## src/rtl/alu_exec_stage_if.sv

```systemverilog
// Valid/ready handshake bundle for the ALU execute stage: the operation request side
// (in_*) and the result/writeback side (out_*).
interface alu_exec_stage_if #(
  parameter int unsigned DATA_W = 32,
  parameter int unsigned TAG_W  = 5
);
  logic              in_valid;
  logic              in_ready;
  logic [2:0]        in_op;
  logic [DATA_W-1:0] in_a;
  logic [DATA_W-1:0] in_b;
  logic [TAG_W-1:0]  in_tag;

  logic              out_valid;
  logic              out_ready;
  logic [DATA_W-1:0] out_data;
  logic [TAG_W-1:0]  out_tag;
  logic              out_carry;
  logic              out_zero;
  logic              out_neg;
  logic              out_illegal;

  // Environment side: issues operations and consumes results.
  modport master (
    output in_valid, in_op, in_a, in_b, in_tag, out_ready,
    input  in_ready, out_valid, out_data, out_tag, out_carry, out_zero, out_neg, out_illegal
  );

  // Execute stage side.
  modport slave (
    input  in_valid, in_op, in_a, in_b, in_tag, out_ready,
    output in_ready, out_valid, out_data, out_tag, out_carry, out_zero, out_neg, out_illegal
  );
endinterface

```

## src/rtl/alu_exec_stage.sv

```systemverilog
// Execute stage around an external 32-bit ALU: one operand register feeding the ALU and a
// 2-entry in-order result buffer that decouples writeback stalls from the pipeline.
module alu_exec_stage #(
  parameter int unsigned DATA_W = 32,
  parameter int unsigned TAG_W  = 5,
  parameter int unsigned CNT_W  = 16
) (
  input  logic              clk,
  input  logic              rst_n,
  alu_exec_stage_if.slave   bus,
  output logic [DATA_W-1:0] alu_a,
  output logic [DATA_W-1:0] alu_b,
  output logic [2:0]        alu_ctrl,
  input  logic [DATA_W-1:0] alu_dout,
  input  logic              alu_cout,
  output logic [CNT_W-1:0]  op_count
);

  typedef struct packed {
    logic [DATA_W-1:0] data;
    logic [TAG_W-1:0]  tag;
    logic              carry;
    logic              zero;
    logic              neg;
    logic              illegal;
  } entry_t;

  // Operand register
  logic              op_valid_q, op_valid_d;
  logic [2:0]        op_q;
  logic [DATA_W-1:0] a_q, b_q;
  logic [TAG_W-1:0]  tag_q;

  // Result buffer
  entry_t     buf_q [2];
  logic       wr_ptr_q, rd_ptr_q;
  logic [1:0] count_q, count_d;
  logic [CNT_W-1:0] op_count_q;

  logic   pop, push, accept, buf_space, out_valid;
  logic   illegal, is_arith;
  entry_t push_entry, head;

  assign out_valid = (count_q != 2'd0);
  assign pop       = out_valid && bus.out_ready;
  assign buf_space = (count_q < 2'd2) || pop;
  assign bus.in_ready = rst_n && (!op_valid_q || buf_space);
  assign accept    = bus.in_valid && bus.in_ready;
  assign push      = op_valid_q && buf_space;

  assign illegal  = op_q[2] & op_q[1];
  assign is_arith = op_q[2] & ~op_q[1];

  always_comb begin
    push_entry         = '0;
    push_entry.tag     = tag_q;
    push_entry.illegal = illegal;
    if (!illegal) begin
      push_entry.data  = alu_dout;
      // The ALU's carry output is only meaningful for ADD/SUB.
      push_entry.carry = is_arith & alu_cout;
      push_entry.zero  = (alu_dout == '0);
      push_entry.neg   = alu_dout[DATA_W-1];
    end
  end

  always_comb begin
    op_valid_d = op_valid_q;
    if (accept)    op_valid_d = 1'b1;
    else if (push) op_valid_d = 1'b0;
    count_d = count_q + {1'b0, push} - {1'b0, pop};
  end

  always_ff @(posedge clk or negedge rst_n) begin
    if (!rst_n) begin
      op_valid_q <= 1'b0;
      op_q       <= '0;
      a_q        <= '0;
      b_q        <= '0;
      tag_q      <= '0;
      wr_ptr_q   <= 1'b0;
      rd_ptr_q   <= 1'b0;
      count_q    <= 2'd0;
      op_count_q <= '0;
    end else begin
      op_valid_q <= op_valid_d;
      if (accept) begin
        op_q  <= bus.in_op;
        a_q   <= bus.in_a;
        b_q   <= bus.in_b;
        tag_q <= bus.in_tag;
      end
      if (push) wr_ptr_q <= ~wr_ptr_q;
      if (pop) begin
        rd_ptr_q   <= ~rd_ptr_q;
        op_count_q <= op_count_q + CNT_W'(1);
      end
      count_q <= count_d;
    end
  end

  // Storage contents are don't-care after reset; occupancy is tracked by count_q.
  always_ff @(posedge clk) begin
    if (push) buf_q[wr_ptr_q] <= push_entry;
  end

  assign head = out_valid ? buf_q[rd_ptr_q] : '0;

  assign bus.out_valid   = out_valid;
  assign bus.out_data    = head.data;
  assign bus.out_tag     = head.tag;
  assign bus.out_carry   = head.carry;
  assign bus.out_zero    = head.zero;
  assign bus.out_neg     = head.neg;
  assign bus.out_illegal = head.illegal;

  assign alu_a    = a_q;
  assign alu_b    = b_q;
  assign alu_ctrl = op_q;
  assign op_count = op_count_q;

endmodule

```

## src/flat_wrapper.sv

```systemverilog
// flat-port wrapper written by rule: the top's interface ports become plain ports
module alu_exec_stage_flat 
#(
  parameter int unsigned DATA_W = 32,
  parameter int unsigned TAG_W  = 5,
  parameter int unsigned CNT_W  = 16
)
  (clk, rst_n, alu_a, alu_b, alu_ctrl, alu_dout, alu_cout, op_count, bus_in_valid, bus_in_op, bus_in_a, bus_in_b, bus_in_tag, bus_out_ready, bus_in_ready, bus_out_valid, bus_out_data, bus_out_tag, bus_out_carry, bus_out_zero, bus_out_neg, bus_out_illegal);
  alu_exec_stage_if #(.DATA_W(DATA_W), .TAG_W(TAG_W)) bus_i ();
  input  logic clk;
  input  logic rst_n;
  output logic [DATA_W-1:0] alu_a;
  output logic [DATA_W-1:0] alu_b;
  output logic [2:0] alu_ctrl;
  input  logic [DATA_W-1:0] alu_dout;
  input  logic alu_cout;
  output logic [CNT_W-1:0] op_count;
  input wire logic [$bits(bus_i.in_valid)-1:0] bus_in_valid;
  input wire logic [$bits(bus_i.in_op)-1:0] bus_in_op;
  input wire logic [$bits(bus_i.in_a)-1:0] bus_in_a;
  input wire logic [$bits(bus_i.in_b)-1:0] bus_in_b;
  input wire logic [$bits(bus_i.in_tag)-1:0] bus_in_tag;
  input wire logic [$bits(bus_i.out_ready)-1:0] bus_out_ready;
  output wire logic [$bits(bus_i.in_ready)-1:0] bus_in_ready;
  output wire logic [$bits(bus_i.out_valid)-1:0] bus_out_valid;
  output wire logic [$bits(bus_i.out_data)-1:0] bus_out_data;
  output wire logic [$bits(bus_i.out_tag)-1:0] bus_out_tag;
  output wire logic [$bits(bus_i.out_carry)-1:0] bus_out_carry;
  output wire logic [$bits(bus_i.out_zero)-1:0] bus_out_zero;
  output wire logic [$bits(bus_i.out_neg)-1:0] bus_out_neg;
  output wire logic [$bits(bus_i.out_illegal)-1:0] bus_out_illegal;
  assign bus_i.in_valid = bus_in_valid;
  assign bus_i.in_op = bus_in_op;
  assign bus_i.in_a = bus_in_a;
  assign bus_i.in_b = bus_in_b;
  assign bus_i.in_tag = bus_in_tag;
  assign bus_i.out_ready = bus_out_ready;
  assign bus_in_ready = bus_i.in_ready;
  assign bus_out_valid = bus_i.out_valid;
  assign bus_out_data = bus_i.out_data;
  assign bus_out_tag = bus_i.out_tag;
  assign bus_out_carry = bus_i.out_carry;
  assign bus_out_zero = bus_i.out_zero;
  assign bus_out_neg = bus_i.out_neg;
  assign bus_out_illegal = bus_i.out_illegal;
  alu_exec_stage #(.DATA_W(DATA_W), .TAG_W(TAG_W), .CNT_W(CNT_W)) u_core (.clk(clk), .rst_n(rst_n), .bus(bus_i), .alu_a(alu_a), .alu_b(alu_b), .alu_ctrl(alu_ctrl), .alu_dout(alu_dout), .alu_cout(alu_cout), .op_count(op_count));
endmodule
```

## config.mk

```make
export PLATFORM = sky130hd
export DESIGN_NAME = alu_exec_stage_flat
export DESIGN_NICKNAME = d
export VERILOG_FILES = /design/src/rtl/alu_exec_stage_if.sv /design/src/rtl/alu_exec_stage.sv /design/src/flat_wrapper.sv
export SDC_FILE = /design/constraint.sdc
export NUM_CORES = 1
export LEC_CHECK = 0
export CAP_MARGIN = 10
export CORE_ASPECT_RATIO = 1.75
export CORE_MARGIN = 2
export CORE_UTILIZATION = 30
export CTS_BUF_LIST = sky130_fd_sc_hd__clkbuf_2
export DETAILED_ROUTE_END_ITERATION = 8
export SLEW_MARGIN = 10
export SYNTH_ARGS = -nofsm -noshare
export SYNTH_HDL_FRONTEND = slang
export SYNTH_SLANG_ARGS = --single-unit
```

## constraint.sdc

```tcl
create_clock -name clk -period 2.9 [get_ports clk]
set_input_delay 0.87 -clock clk [delete_from_list [all_inputs] [get_ports clk]]
set_output_delay 0.87 -clock clk [all_outputs]
set_load 0.02 [all_outputs]
```

==> metrics.md <==
| Metric | Value |
|---|---|
| Status | finished clean |
| PwrDens | 821.1 nW/um^2 |
| Largest cells by area after synthesis | edfxtp_1 35%, dfrtp_1 33%, mux2_1 12% |
| Largest net degree at the start of global routing | 72 |
| Die Y | just over 200 um |
| Layout cell share with drive strength beyond 1 | 0.1811 |
| Post-synth EDFFs | 80 |
| Number of library cell types mapped by synthesis | 32 |
| Hold Crit Class | register to register |
| CP bufs+invs | 2 |
| Seq/Total Area, Yosys | 0.6794 |
| Leak pwr | 4.171 nW |
| Final Skew | between 20 and 30 ps |
| Yosys top cell by area | edfxtp_1 |
| WP data required | 2030 ps |
| Mapped Cells | 454 |
| Avg Cell Area, Syn | 15.33 sq um |
| Clk_lat worst skew | 790 ps |
| Cell with the most instances after synthesis | dfrtp_1 |
| Die area | 24,490 sq um |
| Core Area | between 20,000 and 25,000 sq um |
| Final period utilization | 0.9802 |
| Sw frac | 0.3699 |
| CP Cell Sequence | buf_12, mux2i_1, nor2_1, clkdlybuf4s15_2 |
| WS Path Type | register to primary output |
| Synth top area share | 0.3451 |
| Vias per Instance | 4.485 |
| Clock slew at reported path FFs | 240 ps |
| DRT antenna net count | 0 |
| Fmax | 351.8 MHz |
| TritonCTS buffer count | 17 |
| Non-filler instance count after layout | 1,030 |
| Area grow syn2layout | 46.41% |
| Critical-path top delay cell | dfrtp_2 |
| Die X-Extent | 119.2 um |
| Final setup viols | 0 |
| Fraction of registers with async set/reset | 0.5376 |
| Worst-Margin Slew | 1001 ps |
| Root Driver | clkbuf_2 |
| Fin util | 0.4481 |
| Vias in the first global route | 5,236 |
| Global Route Usage Sum | 0.1502 |
| # placed instances | 981 |
| WL per Instance | 17.12 um |
| RD Place Congestion | 0.7642 |
| Sink Count | 173 |
| Peak VDD IR | ~0.00040 V |
| CTS tree | done |
| Starting Density | 0.3061 |
| Deepest level of the CTS H-tree | 4 |
| Yosys reg bits | ~170 |
| Yosys Warn Count | 0 |
| Endpoint type of the worst setup path | primary output |
| Nets | 828 |
| RSZ-0062 raised after global routing | yes |
| Buffers on Ports | 234 |
| IO Pins | 235 |
| CTS Buffer Depth | 2 |
| Post-synth top cells | 93 x dfrtp_1, 80 x edfxtp_1, 72 x mux2_1 |
| Num rows | 73 |
| Detailed-route via count | between 4,000 and 5,000 |
| Critical Path AT | 1970 ps |
| Relative slew slack | 0.3325 |
| Critical path peak fanout | 22 |
| Combinational Power Share | 0.447 |
| Top delay family on crit path | buffers and inverters |
| DR iter-0 viols | 168 |
| Dpl hpwl | 12.11 mm |
| Clock share of power | 0.154 |
| Grt ovf | 0 |
| DRC viols | 0 |
| Synthesized cell area | 6962 sq um |
| Reg power frac | 0.399 |
| First-pass GRT wire length | between 20 and 30 mm |
| Crit path launch type | register |
| Drt pass-1 iters | 4 |
| Initial antenna violation count | 1 |
| Max Slew Vio Count | 0 |
| Primary FF master, synth | dfrtp_1 |
| Final min period | between 2000 and 3000 ps |
| Post-Syn Nets | 566 |
| Largest stage delay, worst path | 460 ps |
| Final Hold Viols | 0 |
| Max_cap viols | 0 |
| Pint | 0.005274 W |
| Psw | 0.003095 W |
| Post-Route WL | 17.63 mm |
[flip-flops by register name, summed over array words and instances (netlist names)]
name	cells
u_core.alu_a	32
u_core.alu_b	32
u_core.alu_ctrl	3
u_core.buf_q	80
u_core.count_q	2
u_core.op_count	16
u_core.op_valid_q	1
u_core.rd_ptr_q	1
u_core.tag_q	5
u_core.wr_ptr_q	1
[power groups by stage]
stage               clock network (W)  registers (W)  logic (W)
global route                  0.00147        0.00340    0.00399
detailed placement                  0        0.00341    0.00343
floorplan                           0        0.00365    0.00149
finish                        0.00129        0.00334    0.00374
global placement                    0        0.00337    0.00340
CTS                           0.00138        0.00335    0.00372
[layout make-up]
| class | instances | area (sq um) |
|---|---|---|
| clock buffer | 17 | 85.08 |
| antenna | 1 | 2.502 |
| multi-input combinational | 253 | 2173 |
| timing repair buffer | 263 | 2628 |
| tap | 300 | 375.4 |
| sequential | 173 | 4733 |
| clock inverter | 15 | 162.7 |
| inverter | 8 | 32.53 |
| fill | 2080 | 12550 |
[metrics by stage]
step / power, W / hold WS [ps] / TNS, ps / setup WS (ps) / cell area (sq um)
after floorplan: 0.005137 / 438.2 / 0 / 382.2 / 6964
after global placement: 0.006769 / 448.5 / -300.7 / -300.7 / 9706
after detailed placement: 0.006837 / 463.2 / -283.8 / -283.8 / 9706
after CTS: 0.008447 / 452.1 / -2905 / -122.5 / 10110
after global routing: 0.008866 / 464.4 / -5213 / -168.0 / 10190
final: 0.008369 / 499.2 / 0 / 57.51 / 10190
[per-layer routing]
metal / track usage / share of wire / vias to the layer above
met5: 0 / 0 / -
met4: 0.06633 / 0.029 / 0
met3: 0.05543 / 0.069 / 27
met2: 0.2863 / 0.57 / 182
met1: 0.1409 / 0.34 / 2273
li1: - / - / 2138
[cells by family after synthesis]
| group | after synthesis | share of synthesized area |
|---|---|---|
| multiplexers | 113 | 0.1756 |
| AO/OA/AOI/OAI | 2 | 0.002515 |
| buffers and inverters | 28 | 0.02391 |
| AND/OR/NAND/NOR | 116 | 0.08932 |
| XOR/XNOR | 19 | 0.02390 |
| adder cells (fa/ha/maj) | 3 | 0.005392 |
| flip-flops | 173 | 0.6794 |
[worst reg2reg max path, cell delays in order, from the launching register on]
cell,delay (ps)
dfrtp_2,480
buf_4,150
or2b_1,150
and3_2,860
[final timing paths]
check / slack (ps) / cells after the start / endpoint / from
max: 60 / 4 / bus_out_tag[3] / u_core.rd_ptr_q
min: 500 / 1 / u_core.op_count[15] / u_core.op_count[15]
max reg2reg: 920 / 3 / u_core.buf_q[1][0] / u_core.count_q[1]
min reg2reg: 500 / 1 / u_core.op_count[15] / u_core.op_count[15]
max in group asynchronous: 1050 / 4 / u_core.count_q[0] / rst_n
min in group asynchronous: 590 / 3 / u_core.op_count[5] / rst_n
[repair_timing]
action	CTS	global route
setup buffers	10	1
gates resized for setup	236	24
gates cloned	4	0
hold buffers	1	0
setup endpoints to repair	55	48
pin swaps	3	5
endpoints found under the hold margin	22	0
[cell usage in the layout, fill, tap and decap left out, types with 7 or more instances in the layout]
cell type	count
dlygate4sd2_1	7
buf_4	31
and2_1	32
nand2_1	8
buf_6	14
edfxtp_1	80
buf_2	16
mux2i_1	35
xnor2_1	14
nor2_1	33
nor2_4	8
dfrtp_1	90
mux2_1	72
nor4_1	9
clkbuf_2	17
inv_1	7
clkdlybuf4s50_1	178
Note: power is estimated with default switching activity, not from simulation.
==> edit 1, RTL diff (config.mk and constraints unchanged) <==
`CNT_W` is set to 16 in 2 places; all go to 14.
--- a/src/rtl/alu_exec_stage.sv
+++ b/src/rtl/alu_exec_stage.sv
@@ -5,3 +5,3 @@
   parameter int unsigned TAG_W  = 5,
-  parameter int unsigned CNT_W  = 16
+  parameter int unsigned CNT_W  = 14
 ) (
--- a/src/flat_wrapper.sv
+++ b/src/flat_wrapper.sv
@@ -5,3 +5,3 @@
   parameter int unsigned TAG_W  = 5,
-  parameter int unsigned CNT_W  = 16
+  parameter int unsigned CNT_W  = 14
 )
Ports: changed (resized op_count); port bits go from 235 to 233. The function was not compared with the original's and may differ.
==> edit 1 against the original RTL <==
The flow now finishes with violations (negative setup slack). Cell count grew 0.19%. Design area is 0.44% lower. Clock skew increased by 0.0055 ns. Setup slack got worse by 0.075 ns. Area after synthesis grew 3.4%. Sequential cell count down 2. Routed wire length is 4.1% lower. Power decreased by 4.2%. Critical path type unchanged. Largest cell class unchanged.
==> edit 1: results (changes against the original RTL) <==
list of most frequent post-synthesis cells = dfrtp_1 (91), edfxtp_1 (80), mux2_4 (69)
DP Cell Count = 992 (+1.1%)
Final WS setup = -0.01783 ns (-0.07534 ns)
postcts setup bufs = 5 (-5)
first-pass GRT wire length = 26530 um (-4.1%)
Hold Crit Depth = 3 (+2)
max reg flops = 80 (unchanged)
hold crit path type = in -> reg
Final HPWL DP = 12290 um (+1.5%)
gpl congestion = 0.7817 (+2.3%)
pin count of the biggest net entering global routing = 68 (-5.6%)
Worst Path Arrival = 2.05 ns (+0.08 ns)
GRT Util Overall = 13.88% (-1.1 points)
setup slack, reg-to-reg = 1.15 ns (+0.23 ns)
status = finished, violations left
hold_buf cts = 1 (unchanged)
sequential area share after synthesis = 65.03% (-2.9 points)
Syn Nets = 560 (-1.1%)
Mapped Avg Cell Area = 16.06 um2 (+4.7%)
number of global-route vias before repair = 4958 (-5.3%)
Initial DRC Count = 191 (+14%)
drt first pass iters = 4 (unchanged)
post_cts resized = 214 (-9.3%)
# fillers = 2197 (+5.6%)
final setup TNS = -0.01893 ns (-0.01893 ns)
Synth async-reset ratio = 53.22% (-0.54 points)
synth top area cells = edfxtp_1 (33%), dfrtp_1 (32%), mux2_4 (14%), mux2i_1 (5.6%), and2_1 (2.8%)
Cell variety after synth = 30 (-6.3%)
crit-path max FO = 8 (-64%)
nets = 822 (-0.72%)
VDD IR-drop max = 282.4 uV (-29%)
failing checks = negative setup slack
Final Setup Violations = 2 (+2)
clock skew = 0.03089 ns (+0.005487 ns)
Fin Hold WS = 0.4560 ns (-0.04321 ns)
PortBufs = 232 (-0.85%)
CTS clk-pin slew, worst paths = 0.21 ns (-0.03 ns)
worst-margin pin slew = 0.8542 ns (-0.1470 ns)
share of layout cells above drive strength 1 = 26.28% (+8.2 points)
Final Non-Filler Cells = 1032 (+0.19%)
pre-CTS setup slack = -0.2967 ns (-0.01293 ns)
Worst R2R Path Depth = 6 (+3)
Avg WL per Cell = 16.39 um (-4.3%)
total leakage power = 4.421 nW (+6.0%)
RR Endpoint = u_core.alu_a[10]
## edit 1: worst min-delay path by stage
stage | from | endpoint
after floorplan | u_core.tag_q[0] | u_core.buf_q[0][4]
after global placement | u_core.tag_q[2] | u_core.buf_q[1][6]
after detailed placement | u_core.tag_q[2] | u_core.buf_q[1][6]
after CTS | rst_n | u_core.alu_b[30]
after global routing | bus_out_ready | u_core.op_valid_q
final | bus_out_ready | u_core.op_valid_q
## edit 1: layer usage
layer / part of all wire, % / GRT usage, % / routed length [um] / vias to the layer above
met5: 0 / 0 / 0 / -
met4: 2.2 / 5.974 / 376 / 0
met3: 7.8 / 5.267 / 1315 / 20
met2: 54 / 24.95 / 9210 / 171
met1: 36 / 14.07 / 6011 / 2169
li1: - / - / - / 2112
## edit 1: area by class of cell
cell class              count  area (um2)  share of cell area [%]
clock inverters            11       80.08                  0.7892
multi-input cells         251        2316                   22.82
diodes                      1       2.502                 0.02466
inverters                   6       22.52                  0.2219
repair buffers            263        2550                   25.13
clock buffers              21       105.1                   1.036
well taps                 308       385.4                   3.798
flip-flops and latches    171        4686                   46.18
## edit 1: cell families after synthesis
family	share of synthesized area (%)
flip-flops	65.03
adder cells (fa/ha/maj)	0.5217
multiplexers	20.43
AND/OR/NAND/NOR	8.764
AO/OA/AOI/OAI	0.1217
XOR/XNOR	2.069
buffers and inverters	3.060
## edit 1: critical path, cell delays in order (launching register included)
cell     delay, ns
dfrtp_4       0.54
buf_12        0.16
buf_4         0.16
mux2i_2       0.15
nor2_1        0.11
buf_4         0.15
## edit 1: where the power goes
group,switching [mW],total [mW],internal [mW],leakage [nW]
Combinational,1.80,3.59,1.79,2.46
Clock,0.785,1.09,0.308,0.137
Sequential,0.269,3.34,3.07,1.83
==> edit 2, RTL diff (same flow settings) <==
Made on the original files. Register the output `op_count` once more, with the module's reset; this adds one clock of latency there. The other outputs are not delayed to match.
--- a/src/rtl/alu_exec_stage.sv
+++ b/src/rtl/alu_exec_stage.sv
@@ -119,3 +119,9 @@
   assign alu_ctrl = op_q;
-  assign op_count = op_count_q;
+  always_ff @(posedge clk or negedge rst_n) begin
+    if (!rst_n) begin
+      op_count <= '0;
+    end else begin
+      op_count <= op_count_q;
+    end
+  end
 
Formal check against the unedited RTL: not equivalent (Yosys sat finds a counterexample within 4 cycles, from zero or initial values and one cycle with rst_n low).
==> edit 2 against the original RTL <==
Area after synthesis up 5.8%. Sequential share of layout area up 1.8 points. Design area up 4.3%. Routed wire length up 9.9%. Worst hold slack worse by 0.28 ns. Highest routed layer unchanged. Setup slack worse by 0.044 ns. Power up 6.1%. Sequential cell count up 16.
==> edit 2: results (changes against the original RTL) <==
GRT Util Overall = 15.39% (+0.37 points)
# fillers = 2286 (+9.9%)
status = completed
slowest cell on the critical path = dfrtp_2
global route overflow = 0 (unchanged)
hold crit path type = in -> async
VDD IR-drop max = 348.3 uV (-12%)
grt met1 use = 15.03% (+0.94 points)
Ys Warns = 0 (unchanged)
Initial DRC Count = 174 (+3.6%)
number of global-route vias before repair = 5233 (-0.057%)
Synth async-reset ratio = 57.67% (+3.9 points)
Crit path max-delay family = flip-flops
clock latency on the worst-skew pair = 0.80 ns
share of layout cells above drive strength 1 = 16.56% (-1.6 points)
gpl congestion = 0.7505 (-1.8%)
pre-CTS setup slack = -0.2347 ns (+0.04910 ns)
met3 Use GR = 5.697% (+0.15 points)
synth top area cells = dfrtp_1 (37%), edfxtp_1 (33%), mux2_1 (11%), mux2i_1 (5.4%), and2_1 (2.7%)
Post-Route WL = 19370 um (+9.9%)
Final HPWL DP = 12780 um (+5.5%)
list of most frequent post-synthesis cells = dfrtp_1 (109), edfxtp_1 (80), mux2_1 (72)
sequential area share after synthesis = 69.68% (+1.7 points)
Syn Nets = 582 (+2.8%)
first-pass GRT wire length = 29230 um (+5.7%)
Post-synth EDFFs = 80 (unchanged)
clock skew = 0.02549 ns (+0.00008530 ns)
CTS clk-pin slew, worst paths = 0.25 ns
P_sw = 3.162 mW (+2.2%)
met2 Resource Use GR = 28.77% (+0.14 points)
vias per cell = 4.459 (-0.59%)
antenna violations before repair = 2 (+1)
worst-margin pin slew = 0.7203 ns (-0.2810 ns)
crit-path max FO = 5 (-77%)
pin count of the biggest net entering global routing = 59 (-18%)
nets = 848 (+2.4%)
Slowest Stage Delay on Critical Path = 0.51 ns (+0.05 ns)
total leakage power = 4.490 nW (+7.7%)
## edit 2: changes by cell type in the layout (fill, tap and decap cells not counted), sizes merged, moves of 2 or more
cell	before	now
dfrtp	93	109
dlymetal6s2s	5	13
buf	71	75
clkdlybuf4s50	178	174
dlygate4sd2	7	3
inv	12	8
clkinv	7	10
clkbuf	17	19
## edit 2: path summary, 6_finish.rpt
kind | startpoint | to | slack [ns] | cells past startpoint
setup / recovery | u_core.rd_ptr_q | bus_out_tag[2] | 0.01 | 5
hold / removal | rst_n | u_core.alu_b[8] | 0.21 | 2
setup reg to reg | u_core.count_q[1] | u_core.count_q[1] | 1.07 | 8
hold reg to reg | u_core.op_count_q[15] | u_core.op_count[15] | 0.43 | 0
max in group asynchronous | rst_n | u_core.alu_b[21] | 1.53 | 3
min in group clk | u_core.op_count_q[15] | u_core.op_count[15] | 0.43 | 0
## edit 2: layer usage
layer | up-vias | wire length (um)
met3 | 22 | 1283
met2 | 154 | 11300
met5 | - | 0
li1 | 2189 | -
met1 | 2357 | 6399
met4 | 0 | 390
## edit 2: final cells by class
class                   instances  share of cell area (%)
repair buffers                267                   25.76
inverters                       8                  0.2824
flip-flops and latches        189                   48.27
well taps                     308                   3.624
clock buffers                  17                  0.8000
multi-input cells             253                   19.76
diodes                          2                 0.04706
clock inverters                15                   1.447
## edit 2: cell families after synthesis
| kind of cell | share of synthesized area, % |
|---|---|
| AOI/OAI and AO/OA | 0.2378 |
| DFF | 69.68 |
| adders and majority gates | 0.5099 |
| and+or+nand+nor | 8.447 |
| xor gates and xnor gates | 2.260 |
| buffers and inverters | 2.261 |
| muxes | 16.60 |
## edit 2: through the flow
stage                     instances  util [%]  cell area, um2  power [mW]
final                          1059     44.27           10640       8.884
after global routing           1059     44.27           10640       9.369
after CTS                      1056     43.81           10520       8.940
after detailed placement       1005     42.16           10130       7.154
after global placement         1005     42.16           10130       7.078
after floorplan                 470         -            7365       5.412
## edit 2: power groups by stage
stage	Sequential, mW	Combinational (mW)	Clock, mW
finish	3.63	3.91	1.34
global route	3.70	4.15	1.51
CTS	3.63	3.88	1.42
detailed placement	3.69	3.46	0
global placement	3.66	3.41	0
floorplan	3.92	1.49	0
## edit 2: repair_timing
item	CTS	global route
hold endpoints to repair	0	0
setup endpoints to repair	46	56
setup buffers	12	1
gates cloned	7	2
pin swaps	2	2
resized for setup	209	35
## edit 2: worst reg2reg max path, delay by kind of cell (launching register included)
| family | cells | cell delay, ns |
|---|---|---|
| xor+xnor | 2 | 0.36 |
| flops | 1 | 0.49 |
| buf+inv | 3 | 0.28 |
| fa+ha+maj | 2 | 0.48 |
| compound gates | 1 | 0.17 |
